$ cat config.mk
export PLATFORM = sky130hd
export DESIGN_NAME = cla_pipe_adder
export DESIGN_NICKNAME = d
export VERILOG_FILES = /design/src/rtl/cla_pkg.sv /design/src/rtl/cla_group4.sv /design/src/rtl/cla_pipe_adder.sv
export SDC_FILE = /design/constraint.sdc
export NUM_CORES = 1
export LEC_CHECK = 0
export BUFFER_PORTS_ARGS = -buffer_cell sky130_fd_sc_hd__clkbuf_2
export CAP_MARGIN = 20
export CORE_UTILIZATION = 50
export CTS_BUF_LIST = sky130_fd_sc_hd__clkbuf_4 sky130_fd_sc_hd__clkbuf_8
export CTS_CLUSTER_DIAMETER = 60
export DETAILED_ROUTE_END_ITERATION = 6
export PLACE_DENSITY = 0.7
export REMOVE_ABC_BUFFERS = 1
export SYNTH_ARGS = -nofsm -noshare
export SYNTH_HDL_FRONTEND = slang
export SYNTH_SLANG_ARGS = --single-unit
$ cat constraint.sdc
create_clock -name clk -period 2.3 [get_ports clk]
set_input_delay 0.115 -clock clk [delete_from_list [all_inputs] [get_ports clk]]
set_output_delay 0.115 -clock clk [all_outputs]
set_load 0.02 [all_outputs]
$ cat src/rtl/cla_pkg.sv
// Shared constants and parameter helpers for the pipelined carry-lookahead adder.
package cla_pkg;

  localparam int unsigned GROUP_W = 4;

  function automatic int unsigned cla_stages(input int unsigned width, input int unsigned chunk);
    return (chunk == 0) ? 0 : width / chunk;
  endfunction

  function automatic bit cla_params_ok(input int unsigned width, input int unsigned chunk);
    return (width != 0) && (chunk != 0) && (width % chunk == 0) && (chunk % GROUP_W == 0);
  endfunction

endpackage

$ cat src/rtl/cla_group4.sv
// Combinational 4-bit carry-lookahead group with group propagate/generate.
module cla_group4
  import cla_pkg::*;
(
  input  logic [GROUP_W-1:0] a,
  input  logic [GROUP_W-1:0] b,
  input  logic               cin,
  output logic [GROUP_W-1:0] sum,
  output logic               cout,
  output logic               gp,
  output logic               gg
);

  logic [GROUP_W-1:0] g;
  logic [GROUP_W-1:0] p;
  logic [GROUP_W-1:0] c;

  assign g = a & b;
  assign p = a ^ b;

  assign c[0] = cin;
  assign c[1] = g[0] | (p[0] & cin);
  assign c[2] = g[1] | (p[1] & g[0]) | (p[1] & p[0] & cin);
  assign c[3] = g[2] | (p[2] & g[1]) | (p[2] & p[1] & g[0]) | (p[2] & p[1] & p[0] & cin);

  assign gg   = g[3] | (p[3] & g[2]) | (p[3] & p[2] & g[1]) | (p[3] & p[2] & p[1] & g[0]);
  assign gp   = &p;
  assign cout = gg | (gp & cin);
  assign sum  = p ^ c;

endmodule

$ cat src/rtl/cla_pipe_adder.sv
// Pipelined CLA adder/subtractor: one CHUNK-bit slice resolved per stage,
// operands skewed forward and partial sums de-skewed, valid/ready on both sides.
module cla_pipe_adder
  import cla_pkg::*;
#(
  parameter int unsigned WIDTH  = 32,
  parameter int unsigned CHUNK  = 8,
  parameter int unsigned STAGES = cla_stages(WIDTH, CHUNK)
) (
  input  logic             clk,
  input  logic             rst_n,
  input  logic             in_valid,
  output logic             in_ready,
  input  logic [WIDTH-1:0] in_a,
  input  logic [WIDTH-1:0] in_b,
  input  logic             in_cin,
  input  logic             in_sub,
  output logic             out_valid,
  input  logic             out_ready,
  output logic [WIDTH-1:0] out_sum,
  output logic             out_cout,
  output logic             out_ovf,
  output logic             out_zero
);

  localparam int unsigned NG = CHUNK / GROUP_W;

  if (!cla_params_ok(WIDTH, CHUNK) || (STAGES != cla_stages(WIDTH, CHUNK))) begin : g_bad_params
    $error("cla_pipe_adder: WIDTH must be a multiple of CHUNK, CHUNK a multiple of 4, STAGES derived");
  end

  // Whole pipeline moves in lockstep; bubbles travel like data.
  logic adv;
  assign adv      = !out_valid || out_ready;
  assign in_ready = adv;

  for (genvar k = 0; k < STAGES; k++) begin : g_stage
    localparam int unsigned REM = WIDTH - k * CHUNK;
    localparam int unsigned LOW = k * CHUNK;

    logic [REM-1:0]       a_cur;
    logic [REM-1:0]       b_cur;
    logic                 c_cur;
    logic                 v_cur;
    logic [CHUNK-1:0]     s_slice;
    logic [LOW+CHUNK-1:0] s_acc;
    logic [NG:0]          gc;
    logic [NG-1:0]        gp;
    logic [NG-1:0]        gg;
    logic [NG-1:0]        cout_unused;

    // Stage 0 prepares operands; later stages read the previous skew registers.
    if (k == 0) begin : g_src
      assign a_cur = in_a;
      assign b_cur = in_b ^ {WIDTH{in_sub}};
      assign c_cur = in_sub | in_cin;
      assign v_cur = in_valid;
      assign s_acc = s_slice;
    end else begin : g_src
      assign a_cur = g_stage[k-1].g_fwd.a_q;
      assign b_cur = g_stage[k-1].g_fwd.b_q;
      assign c_cur = g_stage[k-1].g_fwd.c_q;
      assign v_cur = g_stage[k-1].g_fwd.v_q;
      assign s_acc = {s_slice, g_stage[k-1].g_fwd.s_q};
    end

    // Group-to-group lookahead across the slice.
    assign gc[0] = c_cur;
    for (genvar j = 0; j < NG; j++) begin : g_grp
      cla_group4 u_grp (
        .a    (a_cur[j*GROUP_W +: GROUP_W]),
        .b    (b_cur[j*GROUP_W +: GROUP_W]),
        .cin  (gc[j]),
        .sum  (s_slice[j*GROUP_W +: GROUP_W]),
        .cout (cout_unused[j]),
        .gp   (gp[j]),
        .gg   (gg[j])
      );
      assign gc[j+1] = gg[j] | (gp[j] & gc[j]);
    end

    if (k < STAGES - 1) begin : g_fwd
      logic [REM-CHUNK-1:0] a_q;
      logic [REM-CHUNK-1:0] b_q;
      logic                 c_q;
      logic                 v_q;
      logic [LOW+CHUNK-1:0] s_q;

      always_ff @(posedge clk) begin
        if (!rst_n) begin
          a_q <= '0;
          b_q <= '0;
          c_q <= 1'b0;
          v_q <= 1'b0;
          s_q <= '0;
        end else if (adv) begin
          a_q <= a_cur[REM-1:CHUNK];
          b_q <= b_cur[REM-1:CHUNK];
          c_q <= gc[NG];
          v_q <= v_cur;
          s_q <= s_acc;
        end
      end
    end else begin : g_out
      // Carry into the MSB recovered from sum = a ^ b ^ c.
      logic c_msb;
      assign c_msb = s_slice[CHUNK-1] ^ a_cur[REM-1] ^ b_cur[REM-1];

      always_ff @(posedge clk) begin
        if (!rst_n) begin
          out_valid <= 1'b0;
          out_sum   <= '0;
          out_cout  <= 1'b0;
          out_ovf   <= 1'b0;
          out_zero  <= 1'b0;
        end else if (adv) begin
          out_valid <= v_cur;
          out_sum   <= s_acc;
          out_cout  <= gc[NG];
          out_ovf   <= c_msb ^ gc[NG];
          out_zero  <= ~|s_acc;
        end
      end
    end
  end

endmodule

==> flow_metrics.tcl, run 1 <==
set metrics [dict create \
    gr-total-overflow 0 \
    grt_max_degree 75 \
    routed_wl_um 17800 \
    grt_pass1_wl_um 30700 \
    violations "setup timing" \
    worst-path-buf-inv 0 \
    relSlewSlack_pct 57.9 \
    cp.arrival_ns 2.95 \
    antenna_cells 0 \
    synth_cells 991 \
    crit_family "simple AND/OR/NAND/NOR gates" \
    wl_met1_um 8560 \
    slowest_stage "fa_1" \
    area_growth_pct 20.6 \
    cap_violations 0 \
    drcViolationCount 0 \
    fin_ws_ns -0.237 \
    hold_class "in2reg" \
    p_leak_nw 4.52 \
    synth_top_area_share_pct 43.5 \
    yosys_warnings 0 \
    critical_path_class "reg2reg" \
    synthArstFlopShare_pct 0 \
    portBuffers 106 \
    gp_congestion 0.848 \
    timing.final.crit_share_pct 110 \
    cts_buffers 17 \
    slew_viol_final 0 \
    cts.sinks 186 \
    yosysTopAreaCell "dfxtp_1" \
    synth_edf_count 0 \
    synth_area_um2 8560 \
    worstMarginPinSlew_ns 0.631 \
    hold_viol 0 \
    avgSynthCellArea_um2 8.64 \
    outcome "finished, violations left" \
    placedCellCount 1280 \
    antenna_found_initial 0 \
    top_layer_used "met4" \
    wire_per_inst_um 13.0 \
    slowest_delay_ns 0.48 \
    grt.total_usage_pct 21.4 \
    ys_top_cells_by_area "dfxtp_1 43%, nand2_1 14%, a21boi_0 12%" \
    fin_cells 1362 \
    min_period_ns 2.54 \
    cp_max_fo 2 \
    met2_length_um 8340 \
    h-tree-depth 4 \
    via_per_inst 5.07 \
    synth-main-ff-cell "dfxtp_1" \
    ys_seq_area_share_pct 43.5 \
    setup_viol_count_final 1 \
    cts_tree "built" \
    ys_ff_latch 186 \
    cts-root-buf "clkbuf_8" \
    vias 6911 \
    grt_setup_unrepaired "true" \
    drive_gt1_share_pct 17.4 \
    whs_ns 0.0338 \
    io_pins 107 \
    crit_chain "ha_4 > a21oi_2 > o211a_1 > nand2b_1 > fa_1 > nor4b_2 > nand4_1 > or3_1 > a221oi_2 > a21o_1" \
    die_w_um 133 \
    final_cell_mix "311 x nand2_1, 179 x dfxtp_1, 134 x a21boi_0" \
    design.core.area_um2 16600 \
    clk_latency_ns 0.46 \
    die_height_um 133 \
    start_util_pct 51.4 \
    peakVddDrop_v 0.000482 \
    cp-start-kind "flip-flop" \
    synth.distinct_cells 57 \
    drt_first_pass_iters 4 \
    final_common_cell "nand2_1" \
    dp_hpwl_um 11900 \
    p_per_area_nw_per_um2 659 \
    clockBufferDepth 2 \
    dr_wl_met3_um 634 \
    skew_ns 0.00886 \
    die_area_um2 17600 \
    drt_iter0_markers 379 \
    critical_path_required_ns 2.71 \
    clk_pin_slew_ns 0.09 \
    grt_pass1_vias 6532 \
    fmax_mhz 394 \
    rows 47 \
    critPathCaptureType "flip-flop" \
    ant_nets 0 \
    finalNetCount 1239 \
]
[through the flow]
step | setup TNS, ns | setup WS [ns] | area, um^2 | util, % | power, mW
floorplan | -1530.72 | -8.84 | 8260 | - | 4.19
global placement | -0.273 | -0.273 | 9340 | 56.1 | 4.50
CTS | -0.320 | -0.320 | 10300 | 62.0 | 6.88
finish | -0.237 | -0.237 | 10300 | 62.0 | 6.80
global route | -0.337 | -0.337 | 10300 | 62.0 | 7.17
detailed placement | -0.380 | -0.380 | 9340 | 56.1 | 4.51
[Yosys cell counts, types with 8 or more instances]
cell / n
o211a_1: 32
xor2_1: 11
dfxtp_1: 186
o21ai_0: 17
buf_2: 22
nand2_1: 311
a21oi_1: 17
nand3_1: 21
clkbuf_1: 38
inv_1: 11
ha_1: 32
fa_1: 8
a21boi_0: 134
o211ai_1: 8
nor2_1: 12
xnor2_1: 34
[registers in the layout, indices dropped and copies added (netlist names)]
| signal | flops |
|---|---|
| out_zero | 1 |
| out_cout | 1 |
| g_stage.g_fwd.c_q | 3 |
| g_stage.g_fwd.s_q | 48 |
| g_stage.g_fwd.a_q | 48 |
| g_stage.g_fwd.b_q | 48 |
| out_valid | 1 |
| g_stage.g_fwd.v_q | 3 |
| out_ovf | 1 |
| out_sum | 32 |
[routing by layer]
metal | up-vias | global-route usage [%]
met5 | - | 0
met4 | 0 | 6.90
met3 | 14 | 5.10
met2 | 105 | 34.7
met1 | 3176 | 28.0
li1 | 3616 | -
[final cells by class]
class                      instances  area (um^2)
clock buffer                      19          255
clock inverter                    13          166
fill                            1475         6320
inverter                          12         50.0
multi-input combinational        725         4560
sequential                       186         3730
tap                              220          275
timing repair buffer             187         1280
[where the power goes]
| part | leakage (nW) | total, mW | switching (mW) | internal, mW |
|---|---|---|---|---|
| Sequential | 1.53 | 3.56 | 0.127 | 3.43 |
| Combinational | 2.77 | 0.946 | 0.470 | 0.476 |
| Clock | 0.219 | 2.29 | 1.16 | 1.13 |
| Total | 4.52 | 6.80 | 1.76 | 5.04 |
[tightest hold or removal path, delay by kind of cell]
| kind | cells | cell delay (ns) |
|---|---|---|
| compound gates | 1 | 0.13 |
| buf+inv | 1 | 0.09 |
| xor+xnor | 1 | 0.06 |
| simple gates | 1 | 0.06 |
[worst paths after layout]
kind / start / to / slack [ns] / cells after the start
setup / recovery: g_stage[2].g_fwd.a_q[0]$_SDFFE_PN0P_ / out_zero$_SDFFE_PN0P_ / -0.24 / 10
hold reg to reg: out_sum[27]$_SDFFE_PN0P_ / out_sum[27]$_SDFFE_PN0P_ / 0.45 / 2
setup reg to reg: g_stage[2].g_fwd.a_q[0]$_SDFFE_PN0P_ / out_zero$_SDFFE_PN0P_ / -0.24 / 10
hold / removal: in_b[31] / g_stage[0].g_fwd.b_q[23]$_SDFFE_PN0P_ / 0.03 / 4
[cell families (layout without fill, tap and decap cells)]
logic type	after synthesis	count (layout)	synth area share, %
adders and majority gates	40	40	6.55
DFF	186	186	43.5
AOI/OAI and AO/OA	246	246	22.0
xor gates and xnor gates	45	45	4.60
and+or+nand+nor	392	392	19.1
muxes	2	2	0.234
buffers and inverters	80	231	3.99
[what timing repair did]
action                                  in CTS  in global routing
hold buffers                                47                  0
buffers inserted                             2                  1
gates resized for setup                     13                  0
endpoints found under the hold margin       54                  0
pin swaps                                    9                  6
endpoints found under the setup margin       1                  2
Note: power is estimated with default switching activity, not from simulation.
==> run 2, diff against run 1 <==
--- a/config.mk
+++ b/config.mk
@@ -11,6 +11,7 @@
 export CTS_BUF_LIST = sky130_fd_sc_hd__clkbuf_4 sky130_fd_sc_hd__clkbuf_8
 export CTS_CLUSTER_DIAMETER = 60
 export DETAILED_ROUTE_END_ITERATION = 6
+export MAX_ROUTING_LAYER = met4
 export PLACE_DENSITY = 0.7
 export REMOVE_ABC_BUFFERS = 1
 export SYNTH_ARGS = -nofsm -noshare
==> flow_metrics.tcl, run 2 (synthesis gave the netlist of run 1 again) <==
set metrics [dict create \
    dpl_cell_area_um2 9340 \
    cts.sinks 186 \
    outcome "finished, violations left" \
    hold_viol 0 \
    cts-root-buf "clkbuf_8" \
    finalNetCount 1239 \
    cp-start-kind "flip-flop" \
    cp.arrival_ns 2.96 \
    cp_max_fo 2 \
    final_util_pct 62.0 \
    grt_max_degree 75 \
    design.core.area_um2 16600 \
    min_period_ns 2.54 \
    grt_pass1_vias 6533 \
    gp_congestion 0.862 \
    setup_viol_count_final 1 \
    h-tree-depth 4 \
    fin_cells 1362 \
    critical_path_required_ns 2.72 \
    cts_tree "built" \
    antenna_found_initial 0 \
    area_growth_pct 20.6 \
    placedCellCount 1280 \
    die_height_um 133 \
    fin_setup_tns_ns -0.239 \
    p_per_area_nw_per_um2 659 \
    critical_path_class "reg2reg" \
    grt_pass1_wl_um 30600 \
    fmax_mhz 394 \
    fin_ws_ns -0.239 \
    antenna_cells 0 \
    crit_family "simple AND/OR/NAND/NOR gates" \
    rows 47 \
    clk_latency_ns 0.47 \
    vias 6908 \
    clockBufferDepth 2 \
    grt.total_usage_pct 22.0 \
    drt_first_pass_iters 4 \
    drt_iter0_markers 397 \
    slowest_stage "fa_1" \
    clk_pin_slew_ns 0.09 \
    cap_violations 0 \
    die_area_um2 17600 \
    final_cell_mix "311 x nand2_1, 179 x dfxtp_1, 134 x a21boi_0" \
    start_util_pct 51.4 \
    worstMarginPinSlew_ns 0.628 \
    grt_setup_unrepaired "true" \
    die_w_um 133 \
    dp_hpwl_um 11900 \
    worst-path-buf-inv 0 \
    portBuffers 106 \
    io_pins 107 \
    critPathCaptureType "flip-flop" \
    gr-total-overflow 0 \
    skew_ns 0.00954 \
    violations "setup timing" \
    hold_class "in2reg" \
    routed_wl_um 17800 \
    drcViolationCount 0 \
    slowest_delay_ns 0.48 \
    slew_viol_final 0 \
    wire_per_inst_um 13.1 \
    whs_ns 0.0273 \
    peakVddDrop_v 0.000481 \
    reg_top3 "g_stage.g_fwd.a_q: 48 flops, g_stage.g_fwd.b_q: 48 flops, g_stage.g_fwd.s_q: 48 flops" \
    design_area_um2 10300 \
    ant_nets 0 \
    timing.final.crit_share_pct 110 \
    cts_buffers 17 \
    crit_chain "ha_4 > a21oi_2 > o211a_1 > nand2b_1 > fa_1 > nor4b_2 > nand4_1 > or3_1 > a221oi_2 > a21o_1" \
    relSlewSlack_pct 58.1 \
    p_leak_nw 4.52 \
    via_per_inst 5.07 \
    final_common_cell "nand2_1" \
    drive_gt1_share_pct 17.4 \
]
## run 2: per-layer routing
layer / part of all wire [%] / wire (um) / track usage [%] / vias up
li1: - / - / - / 3617
met1: 48 / 8540 / 28.0 / 3174
met2: 47 / 8400 / 34.7 / 103
met3: 3.5 / 614 / 5.10 / 14
met4: 1.3 / 232 / 6.90 / 0
met5: 0 / 0 / - / -
## run 2: metrics by stage
stage | setup WS (ns) | total power [mW]
3_3_place_gp | -0.273 | 4.50
2_1_floorplan | -8.84 | 4.19
3_5_place_dp | -0.380 | 4.51
6_report | -0.239 | 6.81
5_1_grt | -0.335 | 7.17
4_1_cts | -0.320 | 6.88
## run 2: cell type report
class,instances,area (um^2)
Fill cell,1475,6320
Multi-Input combinational cell,725,4560
Sequential cell,186,3730
Timing Repair Buffer,187,1280
Tap cell,220,275
Clock buffer,19,255
Clock inverter,13,166
Inverter,12,50.0
## run 2: worst paths after layout
check,startpoint,endpoint,slack [ns],cells after the start
max,g_stage[2].g_fwd.a_q[0]$_SDFFE_PN0P_,out_zero$_SDFFE_PN0P_,-0.24,10
min,in_b[31],g_stage[0].g_fwd.b_q[23]$_SDFFE_PN0P_,0.03,4
max reg2reg,g_stage[2].g_fwd.a_q[0]$_SDFFE_PN0P_,out_zero$_SDFFE_PN0P_,-0.24,10
min reg2reg,out_sum[27]$_SDFFE_PN0P_,out_sum[27]$_SDFFE_PN0P_,0.45,2
## run 2: power by group
group          switching (mW)  leakage (nW)  internal, mW
Clock                    1.17         0.219          1.13
Sequential              0.126          1.53          3.43
Combinational           0.471          2.77         0.477
Total                    1.77          4.52          5.04
## run 2: worst reg2reg max path, stage by stage, from the launching register on
cell	delay (ns)
dfxtp_2	0.34
ha_4	0.25
a21oi_2	0.13
o211a_1	0.18
nand2b_1	0.07
fa_1	0.48
nor4b_2	0.25
nand4_1	0.11
or3_1	0.37
a221oi_2	0.18
a21o_1	0.13
## run 2: repair_timing
| action | 4_1_cts | 5_1_grt |
|---|---|---|
| gates resized for setup | 13 | 0 |
| buffers inserted | 2 | 1 |
| pin swaps | 9 | 6 |
| hold buffers | 47 | 0 |
| hold endpoints to repair | 54 | 0 |
| endpoints found under the setup margin | 1 | 2 |
==> run 3, diff against run 2 <==
--- a/config.mk
+++ b/config.mk
@@ -7,8 +7,8 @@
 export LEC_CHECK = 0
 export BUFFER_PORTS_ARGS = -buffer_cell sky130_fd_sc_hd__clkbuf_2
 export CAP_MARGIN = 20
+export CORE_ASPECT_RATIO = 1.4
 export CORE_UTILIZATION = 50
-export CTS_BUF_LIST = sky130_fd_sc_hd__clkbuf_4 sky130_fd_sc_hd__clkbuf_8
 export CTS_CLUSTER_DIAMETER = 60
 export DETAILED_ROUTE_END_ITERATION = 6
 export MAX_ROUTING_LAYER = met4
==> flow_metrics.tcl, run 3 (synthesis gave the netlist of run 1 again) <==
set metrics [dict create \
    post-place-ws_ns -0.306 \
    whs_ns 0.0339 \
    min_from "in_b[14]" \
    portBuffers 106 \
    gp_congestion 0.845 \
    die_height_um 157 \
    cap_violations 0 \
    rr_endpoint "out_zero$_SDFFE_PN0P_" \
    start_util_pct 51.1 \
    die_area_um2 17700 \
    cts-root-buf "clkbuf_16" \
    drt_iter0_markers 377 \
    setup_viol_count_final 1 \
    reg_top3 "g_stage.g_fwd.a_q: 48 flops, g_stage.g_fwd.b_q: 48 flops, g_stage.g_fwd.s_q: 48 flops" \
    rrSetupSlack_ns -0.19 \
    clk_pin_slew_ns 0.07 \
    worstMarginPinSlew_ns 0.494 \
    vias 6950 \
    via_per_inst 5.26 \
    drive_gt1_share_pct 17.7 \
    die_w_um 113 \
    drt_first_pass_iters 4 \
    outcome "finished, violations left" \
    critPathCaptureType "flip-flop" \
    p_per_area_nw_per_um2 730 \
    grt.total_usage_pct 22.2 \
    cp-start-kind "flip-flop" \
    peakVddDrop_v 0.000440 \
    fin_ws_ns -0.192 \
    cts.sinks 186 \
    gr-total-overflow 0 \
    grt_pass1_vias 6471 \
    min_path_cells 4 \
    hold_viol 0 \
    p_leak_nw 4.49 \
    crit_chain "ha_4 > nand3_2 > o211a_1 > nand2b_1 > fa_1 > nor4b_2 > nand4_1 > or3_1 > a221oi_2 > a21o_1" \
    area_growth_pct 20.1 \
    timing.final.crit_share_pct 108 \
    antenna_found_initial 0 \
    cp_max_fo 4 \
    io_pins 107 \
    slew_viol_final 0 \
    clkPwrFrac_pct 40.2 \
    clockBufferDepth 2 \
    ant_nets 0 \
    p_int_mw 5.64 \
    final_cell_mix "311 x nand2_1, 178 x dfxtp_1, 134 x a21boi_0" \
    slowest_stage "fa_1" \
    h-tree-depth 4 \
    r2r_start "g_stage[2].g_fwd.a_q[3]$_SDFFE_PN0P_" \
    fin_setup_tns_ns -0.192 \
    drcViolationCount 0 \
    switching_share_pct 24.8 \
    hold_class "in2reg" \
    grt_setup_unrepaired "true" \
    violations "setup timing" \
    total_power_mw 7.51 \
    final_util_pct 61.4 \
    combinationalPowerShare_pct 12.3 \
    wire_per_inst_um 14.0 \
    critical_path_required_ns 2.68 \
    grt_max_degree 98 \
    fmax_mhz 401 \
    p_seq_share_pct 47.5 \
    dp_hpwl_um 12100 \
    relSlewSlack_pct 66.7 \
    skew_ns 0.00774 \
    critical_path_class "reg2reg" \
    cts_buffers 17 \
    antenna_cells 0 \
    rows 56 \
    design.core.area_um2 16700 \
    worst_r2r_path_depth 10 \
    finalNetCount 1216 \
    worst-path-buf-inv 0 \
    clk_latency_ns 0.43 \
    cts_tree "built" \
    slowest_delay_ns 0.44 \
    min_period_ns 2.49 \
    routed_wl_um 18400 \
    hold_end "g_stage[0].g_fwd.b_q[6]$_SDFFE_PN0P_" \
    crit_family "simple AND/OR/NAND/NOR gates" \
    cp.arrival_ns 2.87 \
    grt_pass1_wl_um 30500 \
    startpoint "g_stage[2].g_fwd.a_q[3]$_SDFFE_PN0P_" \
    final_common_cell "nand2_1" \
    power.net_switching_mw 1.86 \
]
run 3: power groups by stage:
| stage | logic, mW | registers, mW | clock network (mW) |
|---|---|---|---|
| after floorplan | 0.560 | 3.63 | 0 |
| after global placement | 0.867 | 3.63 | 0 |
| after detailed placement | 0.885 | 3.64 | 0 |
| after CTS | 0.932 | 3.57 | 3.08 |
| after global routing | 1.05 | 3.60 | 3.21 |
| final | 0.925 | 3.57 | 3.01 |
run 3: repair_timing:
item	in CTS	in global routing
buffers inserted	4	1
pin swaps	12	6
endpoints found under the setup margin	1	2
hold endpoints to repair	25	0
hold buffers	25	0
gates resized for setup	14	1
run 3: layer usage:
| metal | vias to the layer above | GRT usage, % | routed length (um) |
|---|---|---|---|
| met5 | - | - | 0 |
| met4 | 0 | 7.05 | 267 |
| met3 | 22 | 3.64 | 500 |
| li1 | 3578 | - | - |
| met1 | 3233 | 25.9 | 8260 |
| met2 | 117 | 38.8 | 9420 |
run 3: how the worst max path moves through the flow:
stage | end | slack [ns] | cells past startpoint
6_report | out_zero$_SDFFE_PN0P_ | -0.19 | 10
5_1_grt | out_zero$_SDFFE_PN0P_ | -0.36 | 10
4_1_cts | out_zero$_SDFFE_PN0P_ | -0.27 | 10
3_5_place_dp | out_zero$_SDFFE_PN0P_ | -0.31 | 10
3_3_place_gp | out_zero$_SDFFE_PN0P_ | -0.23 | 10
2_1_floorplan | g_stage[0].g_fwd.s_q[7]$_SDFFE_PN0P_ | -8.84 | 5
run 3: per-stage QoR:
stage,cells,cell area [um^2]
after floorplan,923,8260
after global placement,1260,9310
after detailed placement,1260,9310
after CTS,1321,10300
after global routing,1322,10300
final,1322,10300
run 3: layout make-up:
class	count	area (um^2)
Clock buffer	19	443
Clock inverter	13	166
Fill cell	1447	6460
Inverter	12	50.0
Multi-Input combinational cell	725	4570
Sequential cell	186	3730
Tap cell	203	254
Timing Repair Buffer	164	1070
run 3: worst min-delay path, stage by stage:
cell	delay, ns
clkbuf_2	0.08
xnor2_1	0.05
nand2_1	0.06
o211a_1	0.13
